--- config.mk ---
export PLATFORM = sky130hd
export DESIGN_NAME = floor_request_ctrl
export DESIGN_NICKNAME = d
export VERILOG_FILES = /design/src/rtl/floor_request_ctrl_pkg.sv /design/src/rtl/floor_request_ctrl_req_fifo.sv /design/src/rtl/floor_request_ctrl.sv
export SDC_FILE = /design/constraint.sdc
export NUM_CORES = 1
export LEC_CHECK = 0
export CORE_MARGIN = 2
export CORE_UTILIZATION = 50
export DETAILED_ROUTE_END_ITERATION = 8
export GPL_TIMING_DRIVEN = 0
export HOLD_SLACK_MARGIN = 0.06
export PLACE_DENSITY_LB_ADDON = 0.05
export SYNTH_ARGS = -nofsm -noshare
export SYNTH_HDL_FRONTEND = slang
export SYNTH_SLANG_ARGS = --single-unit
--- constraint.sdc ---
create_clock -name clk -period 2.2 [get_ports clk]
set_input_delay 0.22 -clock clk [delete_from_list [all_inputs] [get_ports clk]]
set_output_delay 0.22 -clock clk [all_outputs]
set_load 0.03 [all_outputs]
--- src/rtl/floor_request_ctrl_pkg.sv ---
// floor_request_ctrl_pkg: shared Counter modes, floor width and controller state encoding
package floor_request_ctrl_pkg;
    localparam int FLOOR_W = 4;
    localparam logic [1:0] MODO_UP = 2'b00;
    localparam logic [1:0] MODO_DOWN = 2'b01;
    localparam logic [1:0] MODO_LOAD = 2'b11;
    typedef enum logic [2:0] {
        INIT,
        INIT_WAIT,
        IDLE,
        MOVE_UP,
        MOVE_DOWN,
        SETTLE,
        DOOR
    } state_t;
endpackage

--- src/rtl/floor_request_ctrl_req_fifo.sv ---
// req_fifo: small synchronous request queue with a combinationally visible head
module req_fifo #(
    parameter int WIDTH = 4,
    parameter int DEPTH = 4
) (
    input  logic             clk,
    input  logic             rst,
    input  logic             push,
    input  logic             pop,
    input  logic [WIDTH-1:0] din,
    output logic [WIDTH-1:0] dout,
    output logic             full,
    output logic             empty
);
    localparam int AW = $clog2(DEPTH);
    logic [WIDTH-1:0] mem [DEPTH];
    logic [AW:0] wr_ptr, rd_ptr;
    logic do_push, do_pop;
    assign empty = wr_ptr == rd_ptr;
    assign full = (wr_ptr - rd_ptr) == (AW + 1)'(DEPTH);
    assign do_push = push & ~full;
    assign do_pop = pop & ~empty;
    assign dout = mem[rd_ptr[AW-1:0]];
    // storage array; contents are don't-care until written, so it carries no reset
    always_ff @(posedge clk) begin
        if (do_push) mem[wr_ptr[AW-1:0]] <= din;
    end
    // read and write pointers with an extra wrap bit to tell full from empty
    always_ff @(posedge clk or posedge rst) begin
        if (rst) begin
            wr_ptr <= '0;
            rd_ptr <= '0;
        end else begin
            if (do_push) wr_ptr <= wr_ptr + 1'b1;
            if (do_pop) rd_ptr <= rd_ptr + 1'b1;
        end
    end
endmodule

--- src/rtl/floor_request_ctrl.sv ---
// floor_request_ctrl: queues floor requests and steps the floor Counter one floor at a time
module floor_request_ctrl
    import floor_request_ctrl_pkg::*;
#(
    parameter int MAX_FLOOR = 15,
    parameter int DOOR_CYCLES = 8,
    parameter int FIFO_DEPTH = 4
) (
    input  logic               clk,
    input  logic               rst,
    input  logic               req_valid,
    input  logic [FLOOR_W-1:0] req_floor,
    output logic               req_ready,
    input  logic [FLOOR_W-1:0] cnt_Q,
    output logic               cnt_enb,
    output logic [1:0]         cnt_modo,
    output logic [FLOOR_W-1:0] cnt_data,
    output logic               door_open,
    output logic               busy,
    output logic               err
);
    localparam int DW = DOOR_CYCLES > 1 ? $clog2(DOOR_CYCLES) : 1;
    state_t state, next;
    logic [FLOOR_W-1:0] target, head;
    logic [DW-1:0] door_cnt;
    logic full, empty, accept, in_range, pop;
    assign in_range = req_floor <= FLOOR_W'(MAX_FLOOR);
    assign req_ready = ~full & (state != INIT) & (state != INIT_WAIT);
    assign accept = req_valid & req_ready;
    assign pop = (state == IDLE) & ~empty;
    assign busy = (state != IDLE) | ~empty;
    assign door_open = state == DOOR;
    assign cnt_data = '0;
    // rst also gates the Counter drive so the held-in-reset INIT state never commands the Counter
    assign cnt_enb = ~rst & ((state == INIT) | (state == MOVE_UP) | (state == MOVE_DOWN));
    assign cnt_modo = rst ? MODO_UP : (state == INIT) ? MODO_LOAD : (state == MOVE_DOWN) ? MODO_DOWN : MODO_UP;
    req_fifo #(.WIDTH(FLOOR_W), .DEPTH(FIFO_DEPTH)) u_fifo (
        .clk   (clk),
        .rst   (rst),
        .push  (accept & in_range),
        .pop   (pop),
        .din   (req_floor),
        .dout  (head),
        .full  (full),
        .empty (empty)
    );
    // next-state: step toward the target, settle one cycle so cnt_Q is fresh, then hold the door
    always_comb begin
        next = state;
        case (state)
            INIT:              next = INIT_WAIT;
            INIT_WAIT:         next = IDLE;
            IDLE:              if (!empty) next = (head > cnt_Q) ? MOVE_UP : (head < cnt_Q) ? MOVE_DOWN : DOOR;
            MOVE_UP, MOVE_DOWN: next = SETTLE;
            SETTLE:            next = (cnt_Q == target) ? DOOR : (cnt_Q < target) ? MOVE_UP : MOVE_DOWN;
            DOOR:              if (door_cnt == '0) next = IDLE;
            default:           next = INIT;
        endcase
    end
    // state register, latched target, door down-counter and the dropped-request error pulse
    always_ff @(posedge clk or posedge rst) begin
        if (rst) begin
            state <= INIT;
            target <= '0;
            door_cnt <= '0;
            err <= 1'b0;
        end else begin
            state <= next;
            err <= accept & ~in_range;
            if (pop) target <= head;
            if (next == DOOR && state != DOOR) door_cnt <= DW'(DOOR_CYCLES - 1);
            else if (state == DOOR) door_cnt <= door_cnt - 1'b1;
        end
    end
endmodule
---- Word-level counts from Yosys, hierarchy flattened ----
Memory sizes are Yosys's and may differ from the RTL's.
Cells that the tools add are included.
word-level totals
  bits in registers ....................... 17
  RAM bits ................................ 16
  input bits .............................. 11
  output and inout port bits .............. 11
  memories ................................ 1
operators by class
  add/sub/neg operators ................... 4
  $lt $le $gt $ge ......................... 4
  equality and inequality tests ........... 13
  muxes and demuxes ....................... 14
  bitwise operators ....................... 16
  reduce and logical (&&, ||, !) cells .... 6
memories
  memory      words  width  read ports  clocked after Yosys merged registers in  wr ports  RTL line                           text
  u_fifo.mem  4      4      1           0                                        1         floor_request_ctrl_req_fifo.sv:16  logic [WIDTH-1:0] mem [DEPTH];
operator list
  kind                                                   count
  2-to-1 mux 3 bit                                       7
  case mux 3 bit (6 select lines)                        1
  == test 3 bit, second input constant                   5
  AND 1 bit                                              9
  < comparator 4 bit                                     2
  adder 3 x 1 -> 3 bit, second input constant            2
  == test 3 x 2 -> 1 bit, second input constant          2
  logical NOT 3 bit                                      2
  2-to-1 mux 2 bit                                       3
  == test 4 bit                                          1
  > comparator 4 bit                                     1
  less-or-equal comparator 4 bit, second input constant  1
  inverter 1 bit                                         4
  == test 3 x 1 -> 1 bit, second input constant          1
  == test 3 bit                                          1
  2-to-1 mux 1 bit                                       3
  inequality test 3 x 1 -> 1 bit, second input constant  1
  inequality test 3 x 2 -> 1 bit, second input constant  1
  inequality test 3 bit, second input constant           1
  OR 1 bit                                               3
  nonzero test 3 bit                                     1
  subtractor 3 x 1 -> 3 bit, second input constant       1
  subtractor 3 bit                                       1
  nonzero test 2 bit                                     1
  2 further kinds                                        2

---- Longest topological paths before layout ----
  word-level depth ........................ 10
  gate-level depth with buffers ........... 9
  mapped depth without buffers ............ 8

---- Modules after synthesis ----
From an unflattened synthesis, not the netlist that was laid out.
unflattened totals
  cell total of the unflattened synthesis .. 156
  area, all modules ....................... 1825.5 um2
modules (own cells, without submodules)
  module              times used  cells an instance  area each (um2)
  req_fifo            1           58                 984.7
  floor_request_ctrl  1           98                 840.8

---- Worst setup path before layout ----
No wires, ideal clock.
  kind .................................... flip-flop to flip-flop
  start point ............................. register u_fifo.rd_ptr[0]
  end point ............................... register door_cnt[0]
  library setup time ...................... 0.146 ns
  arrival time ............................ 2.293 ns
  required time ........................... 2.054 ns
  setup slack ............................. -0.239 ns
  cell stages (with the launch flop) ...... 9
  path through ............................ dfrtp_1 -> clkbuf_1 -> mux4_2 -> ha_1 -> nand2_1 -> o21bai_1 -> o2bb2ai_1 -> a2111oi_0 -> a211oi_1
on the way
  word-level cells in the longest chain between the ends .. 9
ends and longest elaborated chain
  element                                                 RTL line                           text
  start, declared                                         floor_request_ctrl_req_fifo.sv:17  logic [AW:0] wr_ptr, rd_ptr;
  start signal, assigned                                  floor_request_ctrl_req_fifo.sv:35  if (do_pop) rd_ptr <= rd_ptr + 1'b1;
  memory read (4 x 4 bit) *                               --
  via head[3]                                             floor_request_ctrl.sv:24           logic [FLOOR_W-1:0] target, head;
  < comparator 4 bit                                      floor_request_ctrl.sv:53           IDLE: if (!empty) next = (head > cnt_Q) ? MOVE_UP : (head < cnt_Q) ? MOVE_DOWN : DOOR;
  2-to-1 mux 2 bit                                        floor_request_ctrl.sv:53
  2-to-1 mux 3 bit * (2 in a row)                         floor_request_ctrl.sv:53
  case mux 3 bit (6 select lines) *                       floor_request_ctrl.sv:50           case (state)
  == test 3 bit *                                         floor_request_ctrl.sv:71           if (next == DOOR && state != DOOR) door_cnt <= DW'(DOOR_CYCLES - 1);
  logical AND 1 bit *                                     floor_request_ctrl.sv:71
  2-to-1 mux 3 bit or nonzero test 2 bit (tied branches)  --
  end signal, assigned                                    floor_request_ctrl.sv:71
  end signal, assigned                                    floor_request_ctrl.sv:72           else if (state == DOOR) door_cnt <= door_cnt - 1'b1;
  end, declared                                           floor_request_ctrl.sv:25           logic [DW-1:0] door_cnt;
Mark *: on every way through the listed nets, which the timed path passes. The rest lies on a longest branch.
A chain may end at the register's enable or synchronous reset.

---- Worst setup path in the final report ----
Same ends and word-level chain as after synthesis.

==> run_results.csv <==
group,metric,value,unit
run_status,status,"finished, violations left",
run_status,violations,"setup timing",
synthesis,synth_top_family_by_area,"simple AND/OR/NAND/NOR gates",
timing,worst_pin_slew,0.640,ns
synthesis,synth-xor-area-share,0.0332,
grt,grt_pass1_vias,1208,
floorplanning,dieArea,4120,µm²
synthesis,synth_seq_cells,32,
synthesis,synth_commonest_cells,"ha_1 (17), dfrtp_1 (16), edfxtp_1 (16), inv_1 (16), nand2_1 (9)",
layout,fin_nets,216,
synthesis,synth_top_area_cell,"edfxtp_1",
routing,drt_iter0_drc,56,
place,dp_hpwl,2450,µm
cts,cts_made_buffers,5,
timing,finalCritPeriodShare,1.05,
grt,grt_pass1_wl,5600,µm
place,port_buffers,16,
grt,grt_usage,0.181,
worst_setup_path,start_kind,"flip-flop",
worst_setup_path,max_stage_delay,0.56,ns
routing,firstDrtPassIters,4,
cts,cts-root-buf,"clkbuf_4",
cts,postCtsHoldBufs,0,
timing,fin_crit,2.31,ns
synthesis,yosys.area_share.adder,0.117,
pwr,leakage,0.986,nW
synthesis,avgSynthCellArea,11.6,µm²
grt,antenna_found_initial,0,
worst_setup_path,crit_fanout,5,
floorplanning,pin_count,22,
worst_setup_path,critPathCaptureType,"flip-flop",
routing,antenna_left,0,
cts,cts_tree,"done",
synthesis,netlist_area,1810,µm²
layout,utilization,0.674,
pwr,powerDensity,1450,nW/µm²
worst_setup_path,critPathLaunch,"u_fifo.rd_ptr[0]",
routing,num_vias,1233,
timing,relSlewSlack,0.573,
timing,hold_viol,0,
synthesis,synth_seq_area_share,0.487,
cts,clkSinkCount,32,
timing,finalSetupViolations,7,
timing,layout_setup_ws,-0.115,ns
synthesis,post-synth-top-count-cell,"ha_1",
cts,clkTransAtPathRegs,0.10,ns
worst_setup_path,slowest_stage,"mux4_2",
cts,clockBufferDepth,2,
worst_setup_path,r2r_start,"u_fifo.rd_ptr[0]",
synthesis,synthMuxAreaShare,0.0643,
floorplanning,start_util,0.530,
synthesis,ys_types,42,
floorplanning,rows,21,
routing,totalWireLength,3650,µm
synthesis,ys_warn_count,0,
synthesis,yosys-top-cells-area,"edfxtp_1 (27%), dfrtp_1 (22%), ha_1 (12%)",
pwr,irDropWorstVdd,0.897,mV
synthesis,synth_compound_area_frac,0.106,
worst_setup_path,worstPathRequired,2.41,ns
place,globalplace.congestion,0.811,
grt,grt_overflow_total,0,
timing,finClkSkew,0.00288,ns
cts,clk_latency,0.32,ns
worst_setup_path,crit_arrival,2.52,ns
routing,drc,0,
grt,grt_max_degree,17,
floorplanning,dieHeight,64.2,µm
cts,h-tree-depth,2,
synthesis,synthFlopType,"edfxtp_1",
flow_run,cap_violations,0,
min_path,hp-class,"in2async",
floorplanning,die_x,64.2,µm
timing,drv_slew,0,
routing,vias_per_cell,5.25,
synthesis,async_flop_share,0.500,
layout,layout-drive-gt1-share,0.275,
timing,finalSetupTns,-0.338,ns
synthesis,synthSimpleGateAreaFrac,0.122,
place,placed_cell_area,2070,µm²
timing,fmax,0.432,GHz
worst_setup_path,crit_type,"reg2reg",
routing,wl_per_cell,15.5,µm
layout,antenna_cells,0,
synthesis,netlist_instances,156,
layout,area_growth,27.2,%
layout,nFillCells,292,
synthesis,synth_edf_count,16,
synthesis,synth.top_cell.area_share,0.265,
floorplanning,core,3420,µm²
worst_setup_path,crit_path_cell_trace,"buf_8, mux4_2, ha_4, nand2_4, o21bai_4, o2bb2ai_4, a2111oi_4, a211oi_2",
timing,rsz0062_at_grt,"true",
layout,fin_area,2300,µm²
[flip-flops by register name (all words and copies together), names as in the netlist]
signal         flops
target             4
u_fifo.mem        16
state              3
u_fifo.wr_ptr      3
u_fifo.rd_ptr      3
door_cnt           3
[power by group]
part	total, W	internal [W]	leakage, nW	switching, W
Sequential	0.000978	0.000842	0.339	0.000136
Clock	0.000325	0.000123	0.0349	0.000202
Combinational	0.00203	0.000946	0.611	0.00109
[what timing repair did]
| action | in CTS | in global routing |
|---|---|---|
| setup buffers | 4 | 1 |
| gates cloned | 0 | 0 |
| gates resized for setup | 16 | 20 |
| pin swaps | 4 | 8 |
| endpoints found under the setup margin | 9 | 9 |
[routing by layer]
| metal | share of wire | global-route usage | up-vias |
|---|---|---|---|
| li1 | - | - | 608 |
| met1 | 0.47 | 0.251 | 591 |
| met2 | 0.48 | 0.273 | 25 |
| met3 | 0.038 | 0.0493 | 9 |
| met4 | 0.021 | 0.0612 | 0 |
| met5 | 0 | 0 | - |
[stage by stage]
step	power (W)	hold slack (ns)	std cells	worst slack, ns
3_3_place_gp	0.00253	0.495	222	-0.262
3_5_place_dp	0.00259	0.515	222	-0.295
4_1_cts	0.00307	0.368	234	-0.163
6_report	0.00333	0.365	235	-0.115
2_1_floorplan	0.00219	0.134	160	-0.0343
5_1_grt	0.00358	0.429	235	-0.174
[kinds of logic after synthesis]
kind of cell | count (synthesis)
and+or+nand+nor | 40
muxes | 6
AOI/OAI and AO/OA | 27
DFF | 32
other | 1
xor gates and xnor gates | 6
buffers and inverters | 27
adders and majority gates | 17
[cell type report]
class / count / area (µm²) / share of cell area
multi-input cells: 101 / 976 / 0.424
flip-flops and latches: 32 / 882 / 0.383
repair buffers: 21 / 195 / 0.0847
plain buffers: 11 / 76.3 / 0.0331
inverters: 16 / 60.1 / 0.0261
well taps: 46 / 57.6 / 0.0250
clock buffers: 5 / 37.5 / 0.0163
clock inverters: 3 / 18.8 / 0.00815
[critical path, delay by kind of cell (launching register included)]
| family | cells | cell delay [ns] |
|---|---|---|
| AO/OA/AOI/OAI | 4 | 0.71 |
| adder cells (fa/ha/maj) | 1 | 0.33 |
| multiplexers | 1 | 0.56 |
| buffers and inverters | 1 | 0.13 |
| flip-flops | 1 | 0.40 |
| AND/OR/NAND/NOR | 1 | 0.06 |
[path summary, 6_finish.rpt]
| check | cells after the start | to | slack, ns |
|---|---|---|---|
| hold reg to reg | 1 | u_fifo.rd_ptr[2] | 0.54 |
| min in group clk | 1 | u_fifo.mem[0][3] | 0.53 |
| max in group asynchronous | 2 | u_fifo.rd_ptr[1] | 1.39 |
| hold / removal | 2 | state[1] | 0.36 |
| setup / recovery | 8 | door_cnt[0] | -0.11 |
| setup reg to reg | 8 | door_cnt[0] | -0.11 |
[layout by cell type (no fill, tap or decap), drive strengths merged, types with 4 or more instances in the layout]
cell,n
a31oi,4
conb,5
o21ai,5
buf,14
clkbuf,8
dfrtp,16
nor2,8
nand2,10
nor2b,4
clkdlybuf4s50,11
a21oi,5
xnor2,5
edfxtp,16
and3,6
inv,16
a211oi,6
ha,17
mux4,4
Power figures use the tool's default switching activity.
